[config.mk]
export PLATFORM = sky130hd
export DESIGN_NAME = hazard_scoreboard
export DESIGN_NICKNAME = d
export VERILOG_FILES = /design/src/rtl/hazard_pkg.sv /design/src/rtl/sb_entry.sv /design/src/rtl/hazard_scoreboard.sv
export SDC_FILE = /design/constraint.sdc
export NUM_CORES = 1
export LEC_CHECK = 0
export BUFFER_PORTS_ARGS = -buffer_cell sky130_fd_sc_hd__buf_2
export CAP_MARGIN = 20
export CORE_MARGIN = 2
export CORE_UTILIZATION = 39
export DETAILED_ROUTE_END_ITERATION = 7
export GPL_TIMING_DRIVEN = 0
export MAX_ROUTING_LAYER = met4
export PLACE_DENSITY_LB_ADDON = 0.15
export SLEW_MARGIN = 20
export SYNTH_ARGS = -nofsm -noshare
export SYNTH_HDL_FRONTEND = slang
export SYNTH_SLANG_ARGS = --single-unit
[constraint.sdc]
create_clock -name clk -period 6.5 [get_ports clk]
set_clock_uncertainty 0.05 [all_clocks]
set_input_delay 0.65 -clock clk [delete_from_list [all_inputs] [get_ports clk]]
set_output_delay 0.65 -clock clk [all_outputs]
set_load 0.03 [all_outputs]
[src/rtl/hazard_pkg.sv]
// Shared widths and latency-select encoding for the register hazard scoreboard.
// Builds with HAZARD_BYPASS_EN add forwarding flags to the top level.
package hazard_pkg;

   localparam int NUM_REGS = 32;
   localparam int ADDR_W   = 5;
   localparam int CNT_W    = 3;

   typedef enum logic [1:0] {
      LAT_ALU,
      LAT_LOAD,
      LAT_MUL
   } lat_sel_e;

endpackage

[src/rtl/sb_entry.sv]
// One register's busy tracking: pending flag, remaining-latency count, load tag.
// A set beats a same-cycle clear; loads freeze their count while memory waits.
module sb_entry
   import hazard_pkg::*;
(
   input  logic             clk,
   input  logic             reset,
   input  logic             set,
   input  logic [CNT_W-1:0] set_cnt,
   input  logic             set_load,
   input  logic             wb_hit,
   input  logic             mem_wait,
   output logic             pending,
   output logic [CNT_W-1:0] cnt,
   output logic             is_load
);

   logic [CNT_W-1:0] cnt_nxt;

   always_comb begin
      cnt_nxt = cnt;
      if (!(is_load && mem_wait) && cnt != '0)
         cnt_nxt = cnt - CNT_W'(1);
   end

   always_ff @(posedge clk or posedge reset) begin
      if (reset) begin
         pending <= 1'b0;
         cnt     <= '0;
         is_load <= 1'b0;
      end else if (set) begin
         pending <= 1'b1;
         cnt     <= set_cnt;
         is_load <= set_load;
      end else if (pending && (wb_hit || cnt_nxt == '0)) begin
         pending <= 1'b0;
         cnt     <= '0;
         is_load <= 1'b0;
      end else if (pending) begin
         cnt <= cnt_nxt;
      end
   end

endmodule

[src/rtl/hazard_scoreboard.sv]
// Decode-stage RAW/WAW hazard scoreboard with branch flush generation.
// Define HAZARD_BYPASS_EN to allow near-complete ALU results to forward.
module hazard_scoreboard
   import hazard_pkg::*;
#(
   parameter int ALU_LAT  = 1,
   parameter int LOAD_LAT = 3,
   parameter int MUL_LAT  = 5
) (
   input  logic                clk,
   input  logic                reset,
   input  logic                issue_valid,
   input  logic [ADDR_W-1:0]   addr_a,
   input  logic [ADDR_W-1:0]   addr_b,
   input  logic                use_b,
   input  logic [ADDR_W-1:0]   addr_d,
   input  logic                write_out,
   input  logic                load_instr,
   input  logic                mul_instr,
   input  logic                branch_instr,
   input  logic                mem_wait,
   input  logic                wb_valid,
   input  logic [ADDR_W-1:0]   wb_addr,
   output logic                stall,
   output logic                flush,
   output logic [NUM_REGS-1:0] pending_mask
`ifdef HAZARD_BYPASS_EN
   ,
   output logic                fwd_a,
   output logic                fwd_b
`endif
);

   logic [NUM_REGS-1:0]            pend;
   logic [NUM_REGS-1:0]            isld;
   logic [NUM_REGS-1:0][CNT_W-1:0] cnt_q;
   logic                           flush_q;
   logic                           accept;
   logic                           haz_a;
   logic                           haz_b;
   lat_sel_e                       lat_sel;
   logic [CNT_W-1:0]               set_cnt;

   always_comb begin
      lat_sel = LAT_ALU;
      if (mul_instr)
         lat_sel = LAT_MUL;
      else if (load_instr)
         lat_sel = LAT_LOAD;
   end

   always_comb begin
      set_cnt = CNT_W'(ALU_LAT);
      unique case (lat_sel)
         LAT_MUL:  set_cnt = CNT_W'(MUL_LAT);
         LAT_LOAD: set_cnt = CNT_W'(LOAD_LAT);
         default:  set_cnt = CNT_W'(ALU_LAT);
      endcase
   end

`ifdef HAZARD_BYPASS_EN
   logic byp_a;
   logic byp_b;

   // A non-load result one cycle from done can be picked off the bypass path.
   assign byp_a = (cnt_q[addr_a] <= CNT_W'(1)) & ~isld[addr_a];
   assign byp_b = (cnt_q[addr_b] <= CNT_W'(1)) & ~isld[addr_b];
   assign haz_a = pend[addr_a] & ~byp_a;
   assign haz_b = pend[addr_b] & ~byp_b;
   assign fwd_a = issue_valid & pend[addr_a] & byp_a;
   assign fwd_b = issue_valid & use_b & pend[addr_b] & byp_b;
`else
   logic unused_ok;

   assign unused_ok = ^{cnt_q, isld};
   assign haz_a     = pend[addr_a];
   assign haz_b     = pend[addr_b];
`endif

   assign stall = issue_valid &
                  (haz_a | (use_b & haz_b) |
                   (write_out & pend[addr_d]) | flush_q);

   assign accept = issue_valid & ~stall;

   assign pend[0]  = 1'b0;
   assign isld[0]  = 1'b0;
   assign cnt_q[0] = '0;

   for (genvar r = 1; r < NUM_REGS; r++) begin : g_ent
      sb_entry u_ent (
         .clk      (clk),
         .reset    (reset),
         .set      (accept & write_out & (addr_d == ADDR_W'(r))),
         .set_cnt  (set_cnt),
         .set_load (load_instr),
         .wb_hit   (wb_valid & (wb_addr == ADDR_W'(r))),
         .mem_wait (mem_wait),
         .pending  (pend[r]),
         .cnt      (cnt_q[r]),
         .is_load  (isld[r])
      );
   end

   always_ff @(posedge clk or posedge reset) begin
      if (reset)
         flush_q <= 1'b0;
      else
         flush_q <= accept & branch_instr;
   end

   assign flush        = flush_q;
   assign pending_mask = pend;

endmodule

* Yosys cells after proc, flatten, opt, wreduce, memory -nomap -nowiden
Index checks and enable logic that the tools add are counted.
** Storage, ports and cells
- Flip-flop bits (word level) :: 156
- Input bits :: 30
- Logic and storage cells :: 769
** Cells by class
- Add/subtract/negate cells :: 31
- Order comparisons :: 3
- Equality and inequality tests :: 64
- Multiplexer cells :: 226
- Bitwise gates (word level) :: 72
- Reductions and logical operators :: 279
** Operators with widths (number)
- 2-to-1 mux 3 bit :: 124
- nonzero test 3 bit :: 62
- equality test 5 bit (second input constant) :: 32
- 2-to-1 mux 1 bit :: 97
- logical AND 1 bit :: 93
- zero test 3 bit :: 31
- subtractor 3 x 1 -> 3 bit (second input constant) :: 31
- equality test 5 x 4 -> 1 bit (second input constant) :: 16
- AND 1 bit :: 68
- nonzero test 2 bit :: 31
- equality test 5 x 3 -> 1 bit (second input constant) :: 8
- zero test 1 bit :: 31
- logical OR 1 bit :: 31
- equality test 5 x 2 -> 1 bit (second input constant) :: 4
- < comparator 5 x 6 -> 1 bit (second input constant) :: 3
- binary-select mux 1 bit (select 5 bit) :: 3
- equality test 5 x 1 -> 1 bit (second input constant) :: 2
- one-hot mux 3 bit (2 select lines) :: 1
- OR 1 bit :: 3
- equality test 2 x 1 -> 1 bit (second input constant) :: 1
- equality test 2 bit (second input constant) :: 1
- 2-to-1 mux 2 bit :: 1
- NOT 1 bit :: 1

* Depth between registers and ports, before layout
Gate-level depths: netlist (run 1).
- Depth after elaboration :: 12
- Gate-level depth with buffers :: 11
- Mapped depth without buffers :: 10

* By module
Synthesis (run 1) repeated with hierarchy kept, for this count alone.
** Second synthesis, totals
- Cell total of the unflattened synthesis :: 1410
- Area, all modules :: 11731.3 µm²
** By module, submodules not included
- sb_entry :: instances 31, cells each 38, area each 317.8 µm², sequential area each 125.1 µm²
- hazard_scoreboard :: instances 1, cells each 232, area each 1879.3 µm², sequential area each 25.0 µm²

* Least setup slack after synthesis (run 1)
No wires, ideal clock.
- Path type :: input -> output
- Start point :: input addr_d[2]
- End point :: output stall
- Data arrival time :: 2.561 ns
- Required time :: 5.800 ns
- Path slack :: 3.239 ns
- Stages on the path :: 8
- Path buffers :: 2
- Cell sequence :: buf_2 buf_2 nor4b_1 a221oi_1 a41oi_1 nand2_1 nand3_1 and2_1
** On the way
- Cells in the longest elaborated chain, start to end :: 6
** Ends and longest elaborated chain
- start: declaration :: RTL line hazard_scoreboard.sv:16 : input logic [ADDR_W-1:0] addr_d,
- binary-select mux 1 bit (select 5 bit) :: RTL line hazard_scoreboard.sv:82 : (write_out & pend[addr_d]) | flush_q);
- 2-to-1 mux 1 bit (implied by the code) :: RTL line hazard_scoreboard.sv:82
- AND 1 bit :: RTL line hazard_scoreboard.sv:82
- OR 1 bit :: RTL line hazard_scoreboard.sv:81 : (haz_a | (use_b & haz_b) |
- OR 1 bit :: RTL line hazard_scoreboard.sv:82
- AND 1 bit :: RTL line hazard_scoreboard.sv:80 : assign stall = issue_valid &
- end: declaration :: RTL line hazard_scoreboard.sv:24 : output logic stall,
Every way passes these cells. The select of a mux whose other input is x is not followed.

* Worst setup path in the final report (run 1)
Same ends and word-level chain as after synthesis.

==> results of run 1 <==
==> power breakdown <==
group	switching [W]	internal, W
clock network	0.000420	0.000667
logic	0.000757	0.000544
registers	0.000161	0.00114
total	0.00134	0.00235
==> cells by family after synthesis <==
| group | after synthesis | synth area share |
|---|---|---|
| mux | 109 | 0.125 |
| compound gates | 264 | 0.159 |
| flops | 156 | 0.363 |
| simple gates | 426 | 0.198 |
| buf+inv | 196 | 0.0829 |
| other cells | 1 | 0.000348 |
| fa+ha+maj | 62 | 0.0721 |
==> sequential cells by signal, summed over array words and instances (netlist names) <==
name / count
flush: 1
g_ent.u_ent.cnt: 93
g_ent.u_ent.pending: 31
g_ent.u_ent.is_load: 31
==> layer usage <==
layer / GRT usage / wire [µm]
met1: 0.322 / 15200
met2: 0.356 / 14200
met3: 0.0379 / 1740
met4: 0.0569 / 637
met5: - / 0
==> placed cells by master (no fill, tap or decap), types with 19 or more instances in the layout <==
cell type	count
sky130_fd_sc_hd__a21oi_1	81
sky130_fd_sc_hd__buf_2	64
sky130_fd_sc_hd__buf_4	33
sky130_fd_sc_hd__clkbuf_1	35
sky130_fd_sc_hd__dfrtp_1	156
sky130_fd_sc_hd__ha_1	62
sky130_fd_sc_hd__inv_1	116
sky130_fd_sc_hd__mux2i_1	82
sky130_fd_sc_hd__mux4_2	19
sky130_fd_sc_hd__nand2_1	132
sky130_fd_sc_hd__nand3_1	41
sky130_fd_sc_hd__nand4_1	33
sky130_fd_sc_hd__nor2_1	99
sky130_fd_sc_hd__o21ai_0	71
==> worst min-delay path by stage <==
stage                                  startpoint                      end  slack (ps)  depth (start not counted)
after floorplan           g_ent[13].u_ent.is_load  g_ent[13].u_ent.is_load         450                          2
after global placement    g_ent[30].u_ent.is_load  g_ent[30].u_ent.is_load         470                          2
after detailed placement  g_ent[14].u_ent.is_load  g_ent[14].u_ent.is_load         470                          2
after CTS                                   reset    g_ent[7].u_ent.cnt[0]         250                          2
after global routing                        reset    g_ent[7].u_ent.cnt[0]         260                          2
final                                       reset    g_ent[7].u_ent.cnt[0]         210                          2
==> through the flow <==
stage / setup slack, ps / util / TNS, ps / power [W]
2_1_floorplan: 1590 / - / 0 / 0.00230
3_3_place_gp: -649 / 0.424 / -99280 / 0.00258
3_5_place_dp: 2480 / 0.426 / 0 / 0.00260
4_1_cts: 2460 / 0.449 / 0 / 0.00370
5_1_grt: 2210 / 0.449 / 0 / 0.00398
6_report: 2420 / 0.449 / 0 / 0.00369
==> critical path: stages <==
cell and delay, ps:
sky130_fd_sc_hd__buf_2 170, sky130_fd_sc_hd__buf_2 210, sky130_fd_sc_hd__nor4b_1 870, sky130_fd_sc_hd__a221oi_1 200
sky130_fd_sc_hd__a41oi_1 340, sky130_fd_sc_hd__nand2_1 250, sky130_fd_sc_hd__nand3_1 320, sky130_fd_sc_hd__and2_1 170
sky130_fd_sc_hd__buf_2 190
==> layout make-up <==
class,count,share of cell area
multi-input combinational,862,0.492
sequential,156,0.322
clock buffer,23,0.0386
tap,341,0.0352
buffer,78,0.0370
inverter,118,0.0371
clock inverter,9,0.0132
timing repair buffer,57,0.0254
==> results.md, run 1 <==
- The run finished with clean final reports.
- The tightest min-delay check is of the input port to async pin type.
- Counting flops with an async set or reset pin after synthesis yields a share of 1.00.
- Tracing the worst setup path back leads to its startpoint at addr_d[2].
- The first global-routing pass estimated ~50 mm of wire.
- The total congestion overflow after global routing is 0.
- The flop and latch count out of synthesis is roughly 160.
- The H-tree generated during clock tree synthesis spans 4 levels.
- The number of antenna diodes in the final layout is 0.
- For this run, the leading register cell type out of synthesis is sky130_fd_sc_hd__dfrtp_1.
- The placed wire-length estimate is approximately 24 mm.
- Using the TritonRoute via totals, the vias-per-cell ratio works out to ~5.7.
- The relative slew slack is 0.261.
- The final cell count without fillers is about 1600.
- The number of antenna violations at the first check in global routing came to 0.
- The transition time at the pin with the least slew margin is about 1100 ps.
- Routability-driven placement finished with a final weighted congestion of 0.975.
- Gates resized during post-CTS repair numbered 0.
- The area share of the leading cell type in the synthesized netlist is 0.363.
- The register-to-register setup slack is between 3000 and 4000 ps.
- The routed via count is roughly 9400.
- The sequential cell area fraction in the yosys report is 0.363.
- The total cell area at the placement stage is about 12000 µm².
- The die is 170 µm wide.
- The required arrival time at the worst endpoint is between 5000 and 6000 ps.
- The final worst-path cycle share is 0.627.
- The critical path ends at stall.
- Of the cells placed in the final design, the portion with a size suffix greater than 1 is 0.130.
- The DRC violation count after routing is 0.
- Fill cells in the final layout number between 2000 and 3000.
- The commonest cells after synthesis are sky130_fd_sc_hd__dfrtp_1 (156), sky130_fd_sc_hd__nand2_1 (132), sky130_fd_sc_hd__inv_1 (117).
- Summed over all layers, the routed wires come to roughly 32 mm.
- The number of ports placed on the die boundary is 64.
- The most common cell in the synthesized netlist is sky130_fd_sc_hd__dfrtp_1.
- The launching element type of the critical path is an input port.
- Entering global routing, the biggest net connects 84 pins.
- The number of nets handed over by synthesis was roughly 1300.
- In this run the worst path has a maximum fanout of 10.
- The initial utilization of the core area, before any placement, comes to 0.398.
- Clock latency on the worst-skew pair, taken at its later pin, is ~430 ps.
- The number of clock buffers added by TritonCTS is 17.
- The arrival time of data at the critical path endpoint is around 3400 ps.
- The maximum vdd ir drop is around 0.14 mV.
- The sequential cell area is between 3000 and 4000 µm².
- The number of buffers added for setup after CTS is 0.
- In this run the remaining antenna-violating nets after routing total 0.
- Across the run, the number of max-cap violations was 0.
- The kind of end point of the critical path is a primary output.
- Setup violations remaining at the end of the flow were counted as 0.
- In this run the deepest clock path goes through 2 buffers.
- The via count of the first global-routing pass is between 8000 and 9000.
- The die is 170 µm tall.
- The beginning of the worst register-to-register path is g_ent[2].u_ent.pending.
- The synthesized cell area is 10800 µm².
- Setup repair after global routing left no endpoint under its margin.
- For this run, the number of Yosys warnings is 0.
- The total area of multi-input combinational cells is about 6000 µm².
- The worst reg2reg path endpoint is g_ent[30].u_ent.cnt[1].
- The number of flops mapped to enable cells by yosys is 0.
- sky130_fd_sc_hd__dfrtp_1 takes more of the synthesized area than any other cell.
- The first detailed-routing pass ran for 7 iterations.
- The number of endpoints with negative hold slack in the final report is 0.
- Ranked by total cell area, the synthesized netlist is headed by sky130_fd_sc_hd__dfrtp_1 (36%), sky130_fd_sc_hd__mux2i_1 (7.6%), sky130_fd_sc_hd__ha_1 (7.2%).
- The cell at the root of the clock tree is sky130_fd_sc_hd__clkbuf_16.
- Final hold analysis gives a worst-case slack of a little over 200 ps.
- TritonCTS built the clock tree.
- The cts-stage hold buffer count is 0.
- The max-slew violation count is 0.
- The initial detailed-routing violation count is ~700.
- The register clock-pin slew on the reported worst setup and hold paths is around 60 ps.
- The global-route usage over all layers is 0.232.
- The number of standard cells after synthesis is roughly 1200.
- Static timing analysis puts the maximum clock frequency at approximately 250 MHz.
- Averaged over all synthesized cells, the footprint is 8.87 µm².
- The power density over the cells is 304 nW/µm².
- The total core area is about 27000 µm².
- The number of different library cells used by synthesis comes to 65.
- The area growth from synthesis to layout is 12.7%.
- The site row count is 60.
- The count of placed standard cells including taps is approximately 1600.
- Summing all non-filler instances in the final layout gives an area of 12100 µm².
- The number of nets in the layout is between 1000 and 1500.
- The number of sinks driven by the clock tree is 156.
- The setup path with the least slack is of type input port to primary output.
- The die covers 28900 µm².
- The average detailed-routed wire length per instance is approximately 19 µm.
- Input and output buffers added on the ports amount to between 50 and 60.
- Counting I/O delays and the setup requirement, the final critical path takes a little over 4000 ps.
- Counting cells, the worst reg-to-reg path comes to 9.
- In this run the static leakage power is between 5 and 6 nW.
Note: power is estimated with default switching activity, not from simulation.
==> inputs of run 2 (changes only) <==
==> constraint.sdc (replaced) <==
create_clock -name clk -period 3.6 [get_ports clk]
set_clock_uncertainty 0.05 [all_clocks]
set_input_delay 0.36 -clock clk [delete_from_list [all_inputs] [get_ports clk]]
set_output_delay 0.36 -clock clk [all_outputs]
set_load 0.03 [all_outputs]
==> results.md, run 2 (synthesis results as in run 1) <==
- The run finished with clean final reports.
- The antenna diode instance count came to 0 (unchanged).
- The total core area is 27000 µm² (unchanged).
- The relative slew slack is 0.291 (+0.0299).
- The final weighted congestion in routability-driven placement came to 0.949 (-2.6%).
- In the layout the commonest cells are sky130_fd_sc_hd__dfrtp_1 (156), sky130_fd_sc_hd__nand2_1 (132), sky130_fd_sc_hd__inv_1 (116).
- The critical path start-end classification is flop to flop.
- The number of ports placed on the die boundary is 64 (unchanged).
- The worst-path cell with the longest stage delay is sky130_fd_sc_hd__dfrtp_1.
- The maximum fanout along the worst path is 10 (unchanged).
- TritonCTS built the clock tree.
- Setup repair after global routing left no endpoint under its margin.
- The launching element type of the critical path is a flop.
- The final antenna-violating net count came to 0 (unchanged).
- The portion of total power attributed to the clock network is 0.299 (+0.004).
- The clock period could shrink to 3490 ps.
- The most prevalent standard cell on the critical path is sky130_fd_sc_hd__mux2_4.
- The share of total power in combinational logic is 0.350 (-0.003).
- The total routed wirelength is 32.1 mm (+0.98%).
- The number of flip-flops in the largest register is 93 (unchanged).
- The initial detailed-routing violation count is 737 (+5.9%).
- The register-to-register setup slack is 110 ps (-2910 ps).
- The number of vias per cell came to 5.73 (-0.27%).
- Dividing the final minimum period by the clock period gives 0.971.
- The required arrival time at the worst endpoint was 3860 ps (-1940 ps).
- The cell sitting at the root of the clock tree is a sky130_fd_sc_hd__clkbuf_16.
- The number of antenna violations at the first check in global routing was 1 (+1).
- The routed via count is 9456 (+0.16%).
- The worst setup path startpoint is g_ent[2].u_ent.pending.
- The power density over the cells is 548 nW/µm² (+80%).
- The max-slew violation count is 0 (unchanged).
- The count of TritonRoute iterations in the first routing pass came to 6 (-1).
- The cell count of the worst reg-to-reg path is 11 (+2).
- The count of placed standard cells including taps is 1616 (+0.25%).
- The starting density of the core is 0.398 (unchanged).
- The leading cell type in the layout, fill and taps excluded is sky130_fd_sc_hd__dfrtp_1.
- The maximum vdd ir drop is 0.329 mV (+130%).
- The sequential cell fraction of total power is 0.350 (-0.003).
- The switching part of the total power is 0.367 (+0.00459).
- The final cell count without fillers was 1651 (+0.43%).
- The total internal power is 0.00425 W (+81%).
- The average detailed-routed wire length per instance was 19.5 µm (+0.56%).
- The register clock-pin slew on the reported worst setup and hold paths is 70 ps (about the same).
- The fill cell total of the finished layout is 2674 (-0.11%).
- Following the worst setup path forward leads to its endpoint at g_ent[26].u_ent.cnt[2].
- The setup-violating endpoint count in the final report is 0 (unchanged).
- The DRC violation count after routing is 0 (unchanged).
- The transition time at the pin with the least slew margin was 1060 ps (-30.0 ps).
- The via count of the first global-routing pass was 8733 (-1.8%).
- In the final layout, the registers with the most flip-flops are g_ent.u_ent.cnt x93, g_ent.u_ent.is_load x31, g_ent.u_ent.pending x31.
- In this run the critical register-to-register path is launched from g_ent[2].u_ent.pending.
- The area of the die is 28900 µm² (unchanged).
- The total congestion overflow after global routing is 0 (unchanged).
- The number of endpoints with negative hold slack in the final report is 0 (unchanged).
- The global-route wire length before repair is 49.7 mm (about the same).
- The path type of the worst min-delay path is input port to flop.
- The share of post-route cells with drive strength above 1 is 0.139 (+0.00846).
- The kind of end point of the critical path is a flop.
- The worst min-delay path startpoint is branch_instr.
- In this run the critical register-to-register path is captured at g_ent[26].u_ent.cnt[2].
- The y dimension of the die came to 170 µm (unchanged).
- The growth of design area from synthesis to finish is 13.8%.
- The arrival time of data at the critical path endpoint is 3760 ps (+380 ps).
- The number of sinks driven by the clock tree was 156 (unchanged).
- The static power due to leakage is 5.91 nW (+0.85%).
- The number of nets in the layout is 1389 (+0.51%).
- The reported max-cap violation count is 0 (unchanged).
- The largest net degree at the start of global routing is 33 (-61%).
- The global-route usage over all layers is 0.234 (+0.00162).
- The switching power is 0.00247 W (+84%).
- The number of buffers added on ports was 56 (unchanged).
- The top register by number of flip-flops is g_ent.u_ent.cnt.
- The later-pin clock latency in the skew report is 430 ps (about the same).
- The stage delay of the slowest cell on the critical path is 470 ps (-400 ps).
- The number of buffers created by CTS was 17 (unchanged).
- The number of buffers between clock root and the deepest sink is 2 (unchanged).
- The total power consumption of the routed design was 0.00671 W (+82%).
- The placed wire-length estimate is 24.0 mm (+1.6%).
- The horizontal die dimension is 170 µm (unchanged).
- The signal on the critical path passes through clkbuf_1 -> mux2_4 -> a2111oi_0 -> nor3_1 -> o32ai_4 -> buf_4 -> nand4_4 -> buf_6 -> or3_1 -> buf_2 -> mux2_4.
- The site row count is 60 (unchanged).
- Derived from the worst setup path, the maximum achievable clock frequency is 286 MHz.
- The number of H-tree branching levels is 4 (unchanged).
==> run 2: worst min path at each step <==
stage	depth (start not counted)	to	slack, ps
after floorplan	2	flush	420
after CTS	3	flush	90
after global placement	2	g_ent[6].u_ent.is_load	470
after global routing	3	flush	110
final	3	flush	100
after detailed placement	2	g_ent[14].u_ent.cnt[2]	390
==> run 2: worst max-delay path, delay by kind of cell, from the launching register on <==
family	cells	cell delay [ps]
simple gates	3	640
compound gates	2	720
buf+inv	4	870
flops	1	470
mux	2	630
==> run 2: cell type report <==
cell class                 count  area, µm²  area share
timing repair buffer          64        405      0.0331
multi-input combinational    862       5980       0.488
clock inverter                14        204      0.0166
clock buffer                  18        439      0.0358
inverter                     118        447      0.0365
tap                          341        427      0.0348
buffer                        78        449      0.0367
sequential                   156       3900       0.319
==> run 2: metrics by stage <==
step	util	area [µm²]	setup WS, ps	TNS, ps	hold WS (ps)
detailed placement	0.428	11600	50.2	0	385
global route	0.453	12300	50.4	0	111
floorplan	-	10800	694	0	418
CTS	0.452	12200	27.4	0	86.2
finish	0.453	12300	106	0	97.0
global placement	0.425	11500	-51.3	-4890	470
==> run 2: power by group through the flow <==
| stage | clock network (W) | logic [W] | registers (W) |
|---|---|---|---|
| 2_1_floorplan | 0 | 0.00186 | 0.00229 |
| 3_3_place_gp | 0 | 0.00227 | 0.00237 |
| 3_5_place_dp | 0 | 0.00233 | 0.00237 |
| 4_1_cts | 0.00204 | 0.00235 | 0.00235 |
| 5_1_grt | 0.00213 | 0.00272 | 0.00240 |
| 6_report | 0.00201 | 0.00235 | 0.00235 |
==> run 2: what timing repair did <==
action | 4_1_cts | 5_1_grt
gates resized for setup | 0 | 1
endpoints found under the setup margin | 0 | 6
hold endpoints to repair | 18 | 0
hold buffers | 1 | 0
buffers inserted | 0 | 2
==> run 2: layer usage <==
metal | track usage | vias up | wire length [µm]
met5 | - | - | 0
met4 | 0.0728 | 0 | 841
met3 | 0.0309 | 43 | 1940
met2 | 0.355 | 299 | 14400
met1 | 0.326 | 4586 | 14900
li1 | - | 4528 | -
==> inputs of run 3 (changes only) <==
--- a/config.mk
+++ b/config.mk
@@ -7,8 +7,11 @@
 export LEC_CHECK = 0
 export BUFFER_PORTS_ARGS = -buffer_cell sky130_fd_sc_hd__buf_2
 export CAP_MARGIN = 20
+export CELL_PAD_IN_SITES_DETAIL_PLACEMENT = 1
+export CELL_PAD_IN_SITES_GLOBAL_PLACEMENT = 1
 export CORE_MARGIN = 2
 export CORE_UTILIZATION = 39
+export CTS_CLUSTER_DIAMETER = 30
 export DETAILED_ROUTE_END_ITERATION = 7
 export GPL_TIMING_DRIVEN = 0
 export MAX_ROUTING_LAYER = met4
==> results.md, run 3 (synthesis results as in run 1) <==
- STA classifies the critical path startpoint as a flop.
- The transition time at the pin with the least slew margin came to 1060 ps (-6.66 ps).
- The largest registers in the layout are g_ent.u_ent.cnt x93, g_ent.u_ent.is_load x31, g_ent.u_ent.pending x31.
- The count of placed standard cells including taps is 1616 (unchanged).
- The growth of design area from synthesis to finish is 13.9% (about the same).
- The routed via count is 9635 (+1.9%).
- The number of vias per cell is 5.84 (+1.9%).
- The max-slew violation count is 0 (unchanged).
- The time the worst path needs with I/O delays and setup is 3430 ps (-59.2 ps).
- The share of post-route cells with drive strength above 1 is 0.138 (-0.000552).
- The final worst-path cycle share is 0.954 (-0.0164).
- The later-pin clock latency in the skew report is 440 ps (about the same).
- The worst hold-check slack came to 96.6 ps (-0.352 ps).
- The static power due to leakage came to 5.90 nW (-0.25%).
- The number of nets in the layout is 1387 (-0.14%).
- The number of flip-flops in the largest register is 93 (unchanged).
- The reported max-cap violation count came to 0 (unchanged).
- The worst hold path begins at branch_instr.
- The critical path start-end classification is flop to primary output.
- The final antenna-violating net count is 0 (unchanged).
- The core utilization of the finished layout is 0.454 (about the same).
- The site row count was 60 (unchanged).
- Setup repair after global routing left no endpoint under its margin.
- The hold-critical path depth came to 3 (unchanged).
- The leading cell type in the layout, fill and taps excluded is sky130_fd_sc_hd__dfrtp_1.
- The worst setup path is captured at a primary output.
- The DRC violation count after routing is 0 (unchanged).
- The number of buffers created by CTS was 17 (unchanged).
- The endpoint of the worst hold path is flush.
- In the layout the commonest cells are sky130_fd_sc_hd__dfrtp_1 (156), sky130_fd_sc_hd__nand2_1 (132), sky130_fd_sc_hd__inv_1 (116).
- The fill cell total of the finished layout is 3211 (+20%).
- The worst reg2reg path endpoint is g_ent[26].u_ent.cnt[2].
- The total core area was 27000 µm² (unchanged).
- The number of buffers added for setup after CTS was 0 (unchanged).
- The total area of multi-input combinational cells was 6000 µm² (+0.31%).
- The most critical setup path has its startpoint at g_ent[25].u_ent.pending.
- The total cell area at the placement stage is 11600 µm² (about the same).
- The number of antenna violations at the first check in global routing is 2 (+1).
- The maximum vdd ir drop is 0.321 mV (-2.4%).
- The number of H-tree branching levels is 4 (unchanged).
- The placed wire-length estimate came to 26.5 mm (+10%).
- The total congestion overflow after global routing is 0 (unchanged).
- The global-route usage over all layers came to 0.259 (+0.0250).
- The cell count of the worst reg-to-reg path is 10 (-1).
- The largest net degree at the start of global routing was 32 (-3.0%).
- The total routed wirelength was 35.3 mm (+10%).
- The run finished with clean final reports.
- The global-route wire length before repair came to 55.7 mm (+12%).
- The fmax is 291 MHz (+1.7%).
- The register-to-register setup slack is 190 ps (+80 ps).
- The setup TNS is 0 ps (unchanged).
- The initial detailed-routing violation count is 633 (-14%).
- The required arrival time at the worst endpoint is 3190 ps (-670 ps).
- The register clock-pin slew on the reported worst setup and hold paths is 60 ps (about the same).
- The final cell count without fillers was 1651 (unchanged).
- The setup-violating endpoint count in the final report came to 0 (unchanged).
- In this run the critical register-to-register path is launched from g_ent[25].u_ent.pending.
- The number of buffers between clock root and the deepest sink is 2 (unchanged).
- The average detailed-routed wire length per instance was 21.4 µm (+10%).
- The number of sinks driven by the clock tree was 156 (unchanged).
- The area of the die is 28900 µm² (unchanged).
- The number of buffers added on ports came to 56 (unchanged).
- g_ent.u_ent.cnt holds more flip-flops than any other register.
- The maximum fanout along the worst path is 10 (unchanged).
- The final instance area is 12300 µm² (about the same).
- In this run the clock root is driven by a sky130_fd_sc_hd__clkbuf_16.
- The horizontal die dimension is 170 µm (unchanged).
- The number of endpoints with negative hold slack in the final report was 0 (unchanged).
- The count of TritonRoute iterations in the first routing pass came to 5 (-1).
- The y dimension of the die is 170 µm (unchanged).
- The CTS tree is built.
- The starting density of the core is 0.398 (unchanged).
- The sequential cell area is 3900 µm² (unchanged).
- The relative slew slack is 0.296 (+0.00444).
- The via count of the first global-routing pass is 9779 (+12%).
- The arrival time of data at the critical path endpoint came to 3020 ps (-740 ps).
- The worst hold path belongs to the class input port to flop.
- The final weighted congestion in routability-driven placement is 0.977 (+3.0%).
- The power density over the cells is 556 nW/µm² (+1.4%).
- The number of ports placed on the die boundary is 64 (unchanged).
[run 3: final cells by class]
| cell class | count | area share |
|---|---|---|
| inverter | 118 | 0.0364 |
| clock inverter | 12 | 0.0151 |
| multi-input combinational | 862 | 0.489 |
| clock buffer | 20 | 0.0372 |
| sequential | 156 | 0.318 |
| timing repair buffer | 62 | 0.0318 |
| antenna | 2 | 0.000408 |
| buffer | 78 | 0.0366 |
| tap | 341 | 0.0348 |
[run 3: worst max-delay path, stage by stage (launching register included)]
cell and delay (ps):
sky130_fd_sc_hd__dfrtp_1 400, sky130_fd_sc_hd__clkbuf_1 270, sky130_fd_sc_hd__mux4_2 500, sky130_fd_sc_hd__mux2i_1 160, sky130_fd_sc_hd__nor3b_1 100, sky130_fd_sc_hd__o32ai_4 560
sky130_fd_sc_hd__nand3_4 210, sky130_fd_sc_hd__and2_1 220, sky130_fd_sc_hd__buf_2 170
[run 3: routing by layer]
layer | routed length (µm) | track usage | vias to the layer above | share of wire
met4 | 706 | 0.0710 | 0 | 0.020
met5 | 0 | - | - | 0
met3 | 1630 | 0.0407 | 33 | 0.046
li1 | - | - | 4519 | -
met2 | 16400 | 0.405 | 226 | 0.46
met1 | 16600 | 0.350 | 4857 | 0.47
[run 3: stage by stage]
step	setup WS (ps)	power (W)
floorplan	694	0.00415
global placement	-89.7	0.00469
detailed placement	-49.9	0.00480
CTS	32.3	0.00684
global route	19.2	0.00734
finish	165	0.00681
[run 3: where the power goes]
| group | switching [W] | internal, W |
|---|---|---|
| combinational | 0.00143 | 0.00101 |
| sequential | 0.000309 | 0.00206 |
| clock | 0.000799 | 0.00121 |
[run 3: worst max path at each step]
stage / end
2_1_floorplan: g_ent[26].u_ent.cnt[2]
3_3_place_gp: g_ent[21].u_ent.cnt[0]
3_5_place_dp: g_ent[23].u_ent.is_load
4_1_cts: stall
5_1_grt: stall
6_report: stall
[run 3: repair_timing]
item	CTS	global route
gates resized for setup	0	4
endpoints found under the setup margin	0	13
hold endpoints to repair	18	0
hold buffers	1	0
